--- config.mk ---
export PLATFORM = sky130hd
export DESIGN_NAME = task_15_seq_ctrl
export DESIGN_NICKNAME = d
export VERILOG_FILES = /design/src/rtl/task_15_pkg.sv /design/src/rtl/task_15_pulse_cnt.sv /design/src/rtl/task_15_seq_ctrl.sv
export SDC_FILE = /design/constraint.sdc
export NUM_CORES = 1
export LEC_CHECK = 0
export ABC_AREA = 0
export CELL_PAD_IN_SITES_DETAIL_PLACEMENT = 2
export CELL_PAD_IN_SITES_GLOBAL_PLACEMENT = 2
export CORE_UTILIZATION = 34
export CTS_CLUSTER_SIZE = 10
export DETAILED_ROUTE_END_ITERATION = 10
export PLACE_DENSITY_LB_ADDON = 0.1
export REMOVE_ABC_BUFFERS = 1
export SYNTH_ARGS = -nofsm -noshare
export SYNTH_HDL_FRONTEND = slang
export SYNTH_SLANG_ARGS = --single-unit
export TNS_END_PERCENT = 10
--- constraint.sdc ---
create_clock -name i_clk -period 3.05 [get_ports i_clk]
set_input_delay 0.305 -clock i_clk [delete_from_list [all_inputs] [get_ports i_clk]]
set_output_delay 0.305 -clock i_clk [all_outputs]
set_load 0.03 [all_outputs]
--- src/rtl/task_15_pkg.sv ---
// Shared types and defaults for the task_15 packet sequencer.
package task_15_pkg;

  typedef enum logic [2:0] {
    ST_IDLE,
    ST_RUN,
    ST_DRAIN,
    ST_WAIT,
    ST_DONE
  } state_t;

  localparam int DEF_NUM_WORDS   = 50;
  localparam int DEF_SYS_LATENCY = 2;

  function automatic int clamp_len(input int len, input int max_len);
    return (len > max_len) ? max_len : len;
  endfunction

endpackage

--- src/rtl/task_15_pulse_cnt.sv ---
// Enabled up-counter with synchronous clear and a terminal-count compare.
module task_15_pulse_cnt
  import task_15_pkg::*;
#(
  parameter int W = 6
) (
  input  logic         i_clk,
  input  logic         i_rst,
  input  logic         i_clr,
  input  logic         i_en,
  input  logic [W-1:0] i_tc_val,
  output logic [W-1:0] o_cnt,
  output logic         o_tc
);

  logic [W-1:0] cnt_q;
  logic [W-1:0] cnt_d;

  always_comb begin
    cnt_d = cnt_q;
    if (i_clr) begin
      cnt_d = '0;
    end else if (i_en) begin
      cnt_d = cnt_q + W'(1);
    end
  end

  always_ff @(posedge i_clk) begin
    if (i_rst) begin
      cnt_q <= '0;
    end else begin
      cnt_q <= cnt_d;
    end
  end

  assign o_cnt = cnt_q;
  assign o_tc  = (cnt_q == i_tc_val);

endmodule

--- src/rtl/task_15_seq_ctrl.sv ---
// Packet sequencer: pops samples, strobes the system block, flushes its pipeline
// with zero pulses and writes exactly N results to the output buffer.
module task_15_seq_ctrl
  import task_15_pkg::*;
#(
  parameter int NUM_WORDS   = DEF_NUM_WORDS,
  parameter int SYS_LATENCY = DEF_SYS_LATENCY,
  parameter int CNT_W       = $clog2(NUM_WORDS + SYS_LATENCY + 1)
) (
  input  logic             i_clk,
  input  logic             i_rst,
  input  logic             i_start,
  input  logic [CNT_W-1:0] i_pkt_len,
  input  logic             i_in_empty,
  output logic             o_in_rd,
  output logic             o_sys_enb,
  output logic             o_sys_zero,
  input  logic [CNT_W-1:0] i_out_free,
  output logic             o_out_wr,
  output logic             o_out_last,
  output logic             o_busy,
  output logic             o_done
);

  localparam logic [CNT_W-1:0] LAT_M1 = CNT_W'(SYS_LATENCY - 1);

  state_t           state_q, state_d;
  logic [CNT_W-1:0] len_q, len_d;
  logic             wr_q, wr_d;
  logic             last_q, last_d;

  logic             enb;
  logic             cnt_clr;
  logic [CNT_W-1:0] p_cnt;
  logic             p_tc;
  logic [CNT_W-1:0] p_tc_val;
  logic [CNT_W-1:0] w_cnt;
  logic             w_tc;
  logic [CNT_W-1:0] w_tc_val;
  logic [CNT_W-1:0] len_clamped;

  assign len_clamped = CNT_W'(clamp_len(int'(i_pkt_len), NUM_WORDS));
  assign cnt_clr     = (state_q == ST_IDLE);
  // Last pulse index is N+SYS_LATENCY-2; the last write launched is index N-1.
  assign p_tc_val    = len_q + CNT_W'(SYS_LATENCY) - CNT_W'(2);
  assign w_tc_val    = len_q - CNT_W'(1);

  task_15_pulse_cnt #(.W(CNT_W)) u_pulse_cnt (
    .i_clk    (i_clk),
    .i_rst    (i_rst),
    .i_clr    (cnt_clr),
    .i_en     (enb),
    .i_tc_val (p_tc_val),
    .o_cnt    (p_cnt),
    .o_tc     (p_tc)
  );

  // Counts writes as they are launched, one cycle ahead of o_out_wr.
  task_15_pulse_cnt #(.W(CNT_W)) u_write_cnt (
    .i_clk    (i_clk),
    .i_rst    (i_rst),
    .i_clr    (cnt_clr),
    .i_en     (wr_d),
    .i_tc_val (w_tc_val),
    .o_cnt    (w_cnt),
    .o_tc     (w_tc)
  );

  // Free>=2 leaves room for the write still in flight from the previous pulse.
  always_comb begin
    enb        = 1'b0;
    o_in_rd    = 1'b0;
    o_sys_zero = 1'b0;
    if (!i_rst && (i_out_free >= CNT_W'(2))) begin
      case (state_q)
        ST_RUN:   enb = !i_in_empty;
        ST_DRAIN: enb = 1'b1;
        default:  enb = 1'b0;
      endcase
    end
    o_in_rd    = enb && (state_q == ST_RUN);
    o_sys_zero = !i_rst && (state_q == ST_DRAIN);
  end

  assign o_sys_enb = enb;
  assign wr_d      = enb && (p_cnt >= LAT_M1);
  assign last_d    = wr_d && w_tc;

  always_comb begin
    state_d = state_q;
    len_d   = len_q;
    case (state_q)
      ST_IDLE: begin
        if (i_start) begin
          len_d   = len_clamped;
          state_d = (len_clamped == '0) ? ST_DONE : ST_RUN;
        end
      end
      ST_RUN: begin
        if (enb && (p_cnt == len_q - CNT_W'(1))) begin
          state_d = (SYS_LATENCY == 1) ? ST_DONE : ST_DRAIN;
        end
      end
      ST_DRAIN: begin
        if (enb && p_tc) begin
          state_d = ST_WAIT;
        end
      end
      ST_WAIT: begin
        // All N writes launched; the final one is on o_out_wr this cycle.
        if (w_cnt == len_q) begin
          state_d = ST_DONE;
        end
      end
      ST_DONE: state_d = ST_IDLE;
      default: state_d = ST_IDLE;
    endcase
  end

  always_ff @(posedge i_clk) begin
    if (i_rst) begin
      state_q <= ST_IDLE;
      len_q   <= '0;
      wr_q    <= 1'b0;
      last_q  <= 1'b0;
    end else begin
      state_q <= state_d;
      len_q   <= len_d;
      wr_q    <= wr_d;
      last_q  <= last_d;
    end
  end

  assign o_out_wr   = wr_q;
  assign o_out_last = last_q;
  assign o_busy     = (state_q != ST_IDLE);
  assign o_done     = (state_q == ST_DONE);

endmodule

# Yosys cells after proc, flatten, opt, wreduce, memory -nomap -nowiden
# Cells that the tools add are included.
[classes] magnitude_cmp=3 mux=9 n_eq_ne=12 reduce_logical=15 n_addsub=5
[op_table] operator="$eq A6 B6 Y1" n=4
[op_table] operator="$mux W3" n=5
[op_table] operator="$add A6 B1 Y6 const B" n=2
[op_table] operator="$pmux W3 S4" n=1
[op_table] operator="$logic_and A1 B1 Y1" n=7
[op_table] operator="$add A6 B2 Y6 const B" n=1
[op_table] operator="$eq A3 B2 Y1 const B" n=2
[op_table] operator="$ge A6 B1 Y1 const B" n=1
[op_table] operator="$ge A6 B2 Y1 const B" n=1
[op_table] operator="$gt A6 B6 Y1 const B" n=1
[op_table] operator="$logic_not A6 Y1" n=1
[op_table] operator="$mux W6" n=1
[op_table] operator="$sub A6 B1 Y6 const B" n=1
[op_table] operator="$sub A6 B2 Y6 const B" n=1
[op_table] operator="$ne A2 B1 Y1 const B" n=2
[op_table] operator="$ne A2 B2 Y1 const B" n=2
[op_table] operator="$reduce_and A4 Y1" n=1
[op_table] operator="$eq A3 B1 Y1 const B" n=1
[op_table] operator="$eq A3 B3 Y1 const B" n=1
[op_table] operator="$logic_not A3 Y1" n=1
[op_table] operator="$reduce_bool A3 Y1" n=1
[op_table] operator="$logic_not A1 Y1" n=2
[op_table] operator="$pmux W1 S2" n=1
[op_table] operator="$reduce_and A2 Y1" n=1
[op_table] operator="2 further kinds" n=2
[word_totals] regBits=23 word_cells=50

# Depth between registers and ports, before layout
# Gate-level depths: netlist of run 1.
[logic_depth] depth_word=6 ltp_mapped=8 mapped_depth_nobuf=8

# Modules after synthesis
# Synthesis of run 1 repeated with hierarchy kept, for this count alone.
[unflattened] hier_cells=186 area_unflattened_um2=1511.4
[by_module_without_submodules] module="task_15_seq_ctrl" area_per_inst_um2=885.8 seq_area_each_um2=220.2 instances=1 cells_each=118
[by_module_without_submodules] module="task_15_pulse_cnt" area_per_inst_um2=312.8 seq_area_each_um2=120.1 instances=2 cells_each=34

# Worst setup path before layout of run 1
# OpenSTA, ideal clock, no wires.
[synth_timing] path_kind="register -> output" from="reg state_q[0]" to="out o_in_rd" stages_incl_launch_ff=5 required_time_ns=2.745 t_arrival_ns=1.945 slack_ns=0.800 path_buffers=1 cell_sequence="dfxtp_1 buf_2 nor3b_1 o22ai_1 nor4b_1"
[synth_via] elab_chain_cells=4 elab_cells_between_ends=5 classes_between="eq/ne: 2; mux: 2; reduce/logical: 1"
[synth_lines] item="from (decl)" line_no="task_15_seq_ctrl.sv:27" rtl="state_t state_q, state_d;"
[synth_lines] item="from (signal assigned)" line_no="task_15_seq_ctrl.sv:127" rtl="state_q <= state_d;"
[synth_lines] item="$eq A3 B2 Y1 or $eq A3 B1 Y1 (tied branches)" line_no="task_15_seq_ctrl.sv:75, task_15_seq_ctrl.sv:81"
[synth_lines] item="$pmux W1 S2" line_no="task_15_seq_ctrl.sv:75" rtl="case (state_q)"
[synth_lines] item="$mux W1" line_no="task_15_seq_ctrl.sv:74" rtl="if (!i_rst && (i_out_free >= CNT_W'(2))) begin"
[synth_lines] item="$logic_and A1 B1 Y1 (*)" line_no="task_15_seq_ctrl.sv:81" rtl="o_in_rd = enb && (state_q == ST_RUN);"
[synth_lines] item="to (decl)" line_no="task_15_seq_ctrl.sv:15" rtl="output logic o_in_rd,"
# Mark *: on every way between the ends. The rest lies on a longest branch, timed or not.

# Final worst setup path of run 1
[layout_timing] from="in i_out_free[5]" to="out o_sys_enb"
[layout_via] elab_chain_cells=3
[layout_lines] item="from (decl)" line_no="task_15_seq_ctrl.sv:18" rtl="input logic [CNT_W-1:0] i_out_free,"
[layout_lines] item="$ge A6 B2 Y1" line_no="task_15_seq_ctrl.sv:74"
[layout_lines] item="$logic_and A1 B1 Y1" line_no="task_15_seq_ctrl.sv:74"
[layout_lines] item="$mux W1" line_no="task_15_seq_ctrl.sv:74"
[layout_lines] item="to (decl)" line_no="task_15_seq_ctrl.sv:16" rtl="output logic o_sys_enb,"
# No other way between the ends.

==> results.txt, run 1 <==
The internal power consumption is 466.7 uW, and the number of cells traversed by the worst register-to-register path is 5. The number of global-route vias before repair came out at 1449. The fraction of final layout cells sized beyond drive strength 1 is 7.000%.

In this run the power density over the cells is 374.6 nW/um^2. The multi-input logic area was 937.1 um^2; the required arrival time at the worst endpoint was 2740 ps. In this run, post-CTS repair resized a total of 0 instances.

Across all layers, the routed design uses 1386 vias. The final net count is 222, and the global-route wire length before repair is 7079 um. The logs give 385.1 MHz for the maximum clock rate and 1 for the maximum level of the CTS H-tree. The worst hold path passes through 2 cells.

After clock tree synthesis, the clock-pin slew on the worst setup and hold paths is 80 ps. For the core outline area, the log shows 4115 um^2. Of all nets on the critical path, the largest fanout is 3. The part of the power in the clock network was 29.3%. TritonCTS built the clock tree. In the global route stage, overall resource usage came out at 21.28%. The flip-flop and latch count after synthesis was 23. For the die outline area, the log shows 4667 um^2. The worst setup path is captured at an output port.

The clock skew is 1.110 ps, and the worst-margin pin slew is 551.3 ps. Kind of start point of the critical path: a primary input. The number of synthesized flops with an enable pin is 0.

In the synthesized netlist, the number of instances is 183. The register-to-register path setup slack was 820 ps. The design draws 664.1 uW.

The most critical setup path has its startpoint at i_out_free[5]. From left edge to right edge, the die measures 68.32 um. The run gives 0 as the quantity of hold-fixing buffers added after cts. The post-synthesis average cell area is 8.170 um^2, and the count of antenna-violating nets left after detailed routing is 0. During placement, the flow inserted port buffers numbering 21.

For the accumulated negative setup slack, the log shows 0 ps. Final critical delay including setup and external delays: 2597 ps. The library cell used most frequently in the layout, excluding fill and tap cells, is sky130_fd_sc_hd__dfxtp_1. The type of the tightest min-delay check is reg -> reg. The number of cell rows is 23. The post-detailed-placement half-perimeter wirelength is 3532 um, and the total I/O pin count is 23. The die is 68.32 um tall. During synthesis, Yosys emitted a total of 0 warnings. Entering global routing, the biggest net connects 14 pins. The number of antenna diodes in the final layout is 0. The worst-case IR drop observed on VDD is 0.1616 mV. Sequential cells were found to cover 30.79% of the synthesized design area. Clock net sink count: 23. The root buffer cell chosen for the clock tree is sky130_fd_sc_hd__clkbuf_8. After detailed routing, the number of vias per cell comes to 5.544.

Across the run, the number of max-cap violations was 0. At the later pin of the worst-skew pair, clock insertion delay measures 270 ps. In this run, placement finished with an instance count of 246.

For the total setup buffers inserted after CTS, the log shows 0. The weighted congestion at the end of routability-driven global placement is 0.7542, and the residual DRC count is 0. The tools report the end of the worst register-to-register path as state_q[0].

Routed wire length: 4484 um. The net switching share of the total power came out at 29.73%. The logs give 44 for the count of cell types in the netlist and 0 for the final max-slew violation count. The count of cells in the finished layout, fillers not included, comes to 250.

The number of antenna violations at the first check in global routing is 0. For this run, asynchronously set or reset flops after synthesis account for 0%. The worst pin sits at a relative slew slack of 63.24%. The critical path is of the in -> out type. The switching power total was 197.4 uW. Following the worst setup path forward leads to its endpoint at o_sys_enb.

Sequential fraction of design power: 48.7%. The total overflow left after global routing is 0. After filler insertion, the fill cell instance count of the layout stands at 464. Setup repair after global routing left no endpoint under its margin. Final-report setup violation count: 0.

The layout overhead on the synthesized area works out to 18.58%. The worst register-to-register path begins at len_q[2]. For the standby leakage power, the log shows 0.6106 nW. The tools report the initial DRC count as 32. The pre-antenna-repair detailed-routing pass consisted of 4 iterations. The combinational cell fraction of total power was 22.0%. The top cell types in the final layout, fill and taps aside, are sky130_fd_sc_hd__dfxtp_1, sky130_fd_sc_hd__nor2_1, sky130_fd_sc_hd__clkdlybuf4s50_1. The clock passes through at most 2 buffers. At the worst endpoint, the arrival time is 2290 ps. The logs give 1495 um^2 for the post-synthesis instance area and 0 for the total count of hold-check failures in the final report.

Final routed wire length divided by cell count: 17.94 um. The run finished with clean final reports. Share of the cycle needed by the critical path after routing: 85.13%. Once the floorplan was initialized, standard cells occupied 36.33% of the core. The area taken by flip-flops and latches is 460.4 um^2, and the CTS buffer count is 3. For this run, the leading register cell type out of synthesis is sky130_fd_sc_hd__dfxtp_1.
==> worst min-delay path by stage <==
stage                              start                    to
floorplan                          i_rst              len_q[0]
global placement    u_write_cnt.o_cnt[5]  u_write_cnt.o_cnt[5]
detailed placement  u_write_cnt.o_cnt[5]  u_write_cnt.o_cnt[5]
CTS                 u_write_cnt.o_cnt[5]  u_write_cnt.o_cnt[5]
global route        u_write_cnt.o_cnt[5]  u_write_cnt.o_cnt[5]
finish              u_write_cnt.o_cnt[5]  u_write_cnt.o_cnt[5]
==> metal layers <==
metal / track usage (%) / routed length, um / up-vias
li1: - / - / 677
met1: 23.76 / 2004 / 685
met2: 40.56 / 2368 / 18
met3: 2.500 / 61 / 6
met4: 7.552 / 50 / 0
met5: 0 / 0 / -
==> cell type report <==
class | instances | share of cell area (%)
Clock buffer | 3 | 2.329
Timing Repair Buffer | 24 | 13.13
Clock inverter | 1 | 0.2823
Multi-Input combinational cell | 140 | 52.86
Inverter | 9 | 1.905
Sequential cell | 23 | 25.97
Tap cell | 50 | 3.529
==> through the flow <==
step           cell area [um^2]  worst slack (ps)  hold WS (ps)  utilization [%]
5_1_grt                    1773             283.1         535.1            43.08
4_1_cts                    1773             418.5         498.6            43.08
3_5_place_dp               1727             432.1         486.1            41.96
6_report                   1773             453.4         493.2            43.08
2_1_floorplan              1431             803.2         377.4                -
3_3_place_gp               1727             444.3         477.9            41.96
==> synth_stat cells, drive strengths merged (5+ instances only) <==
cell | count | area share (%)
nand4 | 5 | 2.1
inv | 9 | 2.3
a21oi | 12 | 4.0
ha | 5 | 4.2
nor3 | 5 | 1.7
xor2 | 5 | 2.9
xnor2 | 20 | 12
dfxtp | 23 | 31
nor4 | 5 | 2.1
clkbuf | 5 | 1.3
nand3 | 5 | 1.7
buf | 6 | 3.0
nor2 | 21 | 5.3
or3 | 5 | 2.2
nand2 | 12 | 3.0
==> flip-flops by register name, indices dropped and copies added, names as in the netlist <==
signal,flops
u_write_cnt.o_cnt,6
o_out_wr,1
len_q,6
state_q,3
o_out_last,1
u_pulse_cnt.o_cnt,6
==> cell families after synthesis <==
| logic type | after synthesis | synth area share [%] |
|---|---|---|
| xor+xnor | 25 | 14.64 |
| buf+inv | 20 | 6.527 |
| flops | 23 | 30.79 |
| compound gates | 32 | 15.48 |
| fa+ha+maj | 5 | 4.184 |
| mux | 2 | 1.339 |
| simple gates | 76 | 27.03 |
==> worst max-delay path, cell delays in order <==
cell,delay (ps)
sky130_fd_sc_hd__clkdlybuf4s50_1,390
sky130_fd_sc_hd__or4_1,540
sky130_fd_sc_hd__o22ai_1,300
sky130_fd_sc_hd__nor2_1,140
sky130_fd_sc_hd__clkdlybuf4s50_1,620
==> power groups by stage <==
stage	Sequential [mW]	Combinational, mW	Clock (mW)
after detailed placement	0.331	0.146	0
after global routing	0.325	0.160	0.209
after global placement	0.329	0.138	0
after CTS	0.323	0.148	0.201
after floorplan	0.324	0.0931	0
final	0.323	0.146	0.195
Power figures use the tool's default switching activity.
==> inputs of run 2 (changes only) <==
--- a/config.mk
+++ b/config.mk
@@ -9,6 +9,7 @@
 export CELL_PAD_IN_SITES_DETAIL_PLACEMENT = 2
 export CELL_PAD_IN_SITES_GLOBAL_PLACEMENT = 2
 export CORE_UTILIZATION = 34
+export CTS_BUF_LIST = sky130_fd_sc_hd__clkbuf_16
 export CTS_CLUSTER_SIZE = 10
 export DETAILED_ROUTE_END_ITERATION = 10
 export PLACE_DENSITY_LB_ADDON = 0.1
==> results.txt, run 2 (synthesis gave the netlist of run 1 again) <==
In this run the register-to-register setup slack is 830 ps. In this run the remaining antenna-violating nets after routing total 0. The logs give 0 for the number of resized instances in the post-cts repair step and 1448 for the number of global-route vias before repair. Leaving out fill and tap cells, the most frequent cell in the layout is sky130_fd_sc_hd__dfxtp_1. STA classifies the critical path startpoint as a primary input. The sort of element at the end of the critical path was an output port. The maximum clock rate is 382.5 MHz. The tools report the buffer cell driving the clock tree root as sky130_fd_sc_hd__clkbuf_16. During I/O placement, the number of pins put on the boundary was 23. Across all layers, the routed design uses 1397 vias. The area growth from synthesis to layout is 20.84%. The first global-routing pass estimated 7169 um of wire.

Setup repair after global routing left no endpoint under its margin. The width of the chip works out to 68.32 um. The tools report the number of standard cells in the layout, taps in and fillers out as 250. The clock net in this run drives a total of 23 sinks. After detailed routing, the average wire length per cell comes to 18.40 um. Walking the worst path, the cells encountered are clkdlybuf4s50_1 -> or4_1 -> o22ai_1 -> nor2_1 -> clkdlybuf4s50_1. The repair_antennas step left the layout with diodes totalling 0.

Layout filler cell count: 453. The run finished with clean final reports. For the worst setup path, the data arrival time is 2310 ps. The worst-margin pin slew was 562.7 ps; the latest clock arrival within the worst-skew pair was 260 ps. After detailed routing, the number of vias per cell comes to 5.588.

Final-report setup violation count: 0. The tools report the weighted congestion at the end of routability-driven global placement as 0.7542. The areal power density over the cells is 421.2 nW/um^2. In the layout the commonest cells are sky130_fd_sc_hd__dfxtp_1, sky130_fd_sc_hd__nor2_1, sky130_fd_sc_hd__clkdlybuf4s50_1. The most numerous cell type found on the critical path is sky130_fd_sc_hd__clkdlybuf4s50_1. The effective utilization at floorplan was 36.33%; the die outline area was 4667 um^2. The most critical setup path has its endpoint at o_sys_enb.

Post-CTS timing repair inserted 0 buffers for setup. The clock tree buffer depth was 2; the register clock-pin slew on the reported worst setup and hold paths was 60 ps. The tool flagged a number of max-cap violations equal to 0. The end of the worst register-to-register path was state_q[0].

The final layout contains 222 nets. Counting cells, the worst reg-to-reg path comes to 5. After detailed placement, the design holds a cell count of 246.

The total count of hold-check failures in the final report is 0, and the share of the cycle needed by the critical path after routing is 85.72%. The post-detailed-placement half-perimeter wirelength is 3532 um, and the die extent in y is 68.32 um. The run gives 2740 ps as the required arrival time at the worst endpoint. The aggregate global-route resource usage was 21.66%; the final critical delay including setup and external delays was 2614 ps.

The worst slew margin relative to its limit is 62.49%. The worst setup path category was in -> out. The pre-antenna-repair detailed-routing pass consisted of 3 iterations. The number of antenna violations at the first check in global routing came out at 0. Maximum level of the CTS H-tree: 1.

The number of hold buffers added after CTS was 0. The final worst slack was 435.6 ps; the standby leakage power was 0.6260 nW. The origin of the critical flop-to-flop path is len_q[2]. In the routed design, unresolved DRC markers number 0. Pin count of the biggest net entering global routing: 14. The number of clock buffers added by TritonCTS is 3. The region available for standard cell placement spans 4115 um^2. The largest fanout of any net on the critical path is 3, and the delay contributed by the slowest stage of the critical path is 620 ps.

Launching element of the worst setup path: i_out_free[5]. Input and output buffers added on the ports amount to 21. The final max-slew violation count is 0, and the sum of overflow across all layers after global routing is 0. TritonCTS built the clock tree.

The fraction of final layout cells sized beyond drive strength 1 was 7.000%; the routed wire length was 4599 um. Before CTS, the worst setup slack after placement is 432.1 ps. The type of the tightest min-delay check was reg -> reg.

The clock arrives with 5.416 ps of skew. In this run the core area contains 23 standard-cell rows. The worst hold path was traced through 2 stages.

The cell with the largest stage delay on the worst path was sky130_fd_sc_hd__clkdlybuf4s50_1. In the final timing run, aggregate negative setup slack is 0 ps. Across the VDD grid, the largest voltage drop is 0.3029 mV. After the first detailed-routing iteration, the DRC count stood at 24.
==> run 2: power breakdown <==
| part | leakage [nW] | internal [mW] | switching [mW] |
|---|---|---|---|
| Clock | 0.0409 | 0.177 | 0.114 |
| Sequential | 0.186 | 0.307 | 0.0162 |
| Combinational | 0.399 | 0.0683 | 0.0785 |
| Total | 0.626 | 0.552 | 0.209 |
==> run 2: cell type report <==
type	count	area, um^2	share of cell area (%)
multi-input cells	140	937.1	51.87
flip-flops and latches	23	460.4	25.48
repair buffers	24	232.7	12.88
clock buffers	3	75.07	4.155
well taps	50	62.56	3.463
inverters	9	33.78	1.870
clock inverters	1	5.005	0.2770
==> run 2: metrics by stage <==
stage / power, mW / hold WS (ps) / utilization [%] / cell area (um^2)
detailed placement: 0.4768 / 486.1 / 41.96 / 1727
global placement: 0.4677 / 477.9 / 41.96 / 1727
CTS: 0.7708 / 494.7 / 43.90 / 1807
floorplan: 0.4173 / 377.4 / - / 1431
finish: 0.7610 / 487.4 / 43.90 / 1807
global route: 0.7937 / 531.2 / 43.90 / 1807
==> run 2: worst min path at each step <==
stage                              start                    to
floorplan                          i_rst              len_q[0]
global placement    u_write_cnt.o_cnt[5]  u_write_cnt.o_cnt[5]
detailed placement  u_write_cnt.o_cnt[5]  u_write_cnt.o_cnt[5]
CTS                 u_write_cnt.o_cnt[5]  u_write_cnt.o_cnt[5]
global route        u_write_cnt.o_cnt[5]  u_write_cnt.o_cnt[5]
finish              u_write_cnt.o_cnt[5]  u_write_cnt.o_cnt[5]
==> run 2: metal layers <==
metal	routed length, um	part of all wire, %	GRT usage, %	up-vias
met3	75	1.6	3.500	6
met2	2445	53	40.93	15
li1	-	-	-	681
met5	0	0	0	-
met1	2034	44	24.35	695
met4	43	0.93	6.510	0
==> run 2: critical path, delay by kind of cell <==
kind / cells / cell delay [ps]
buffers and inverters: 2 / 1010
and+or+nand+nor: 2 / 700
AOI/OAI and AO/OA: 1 / 300
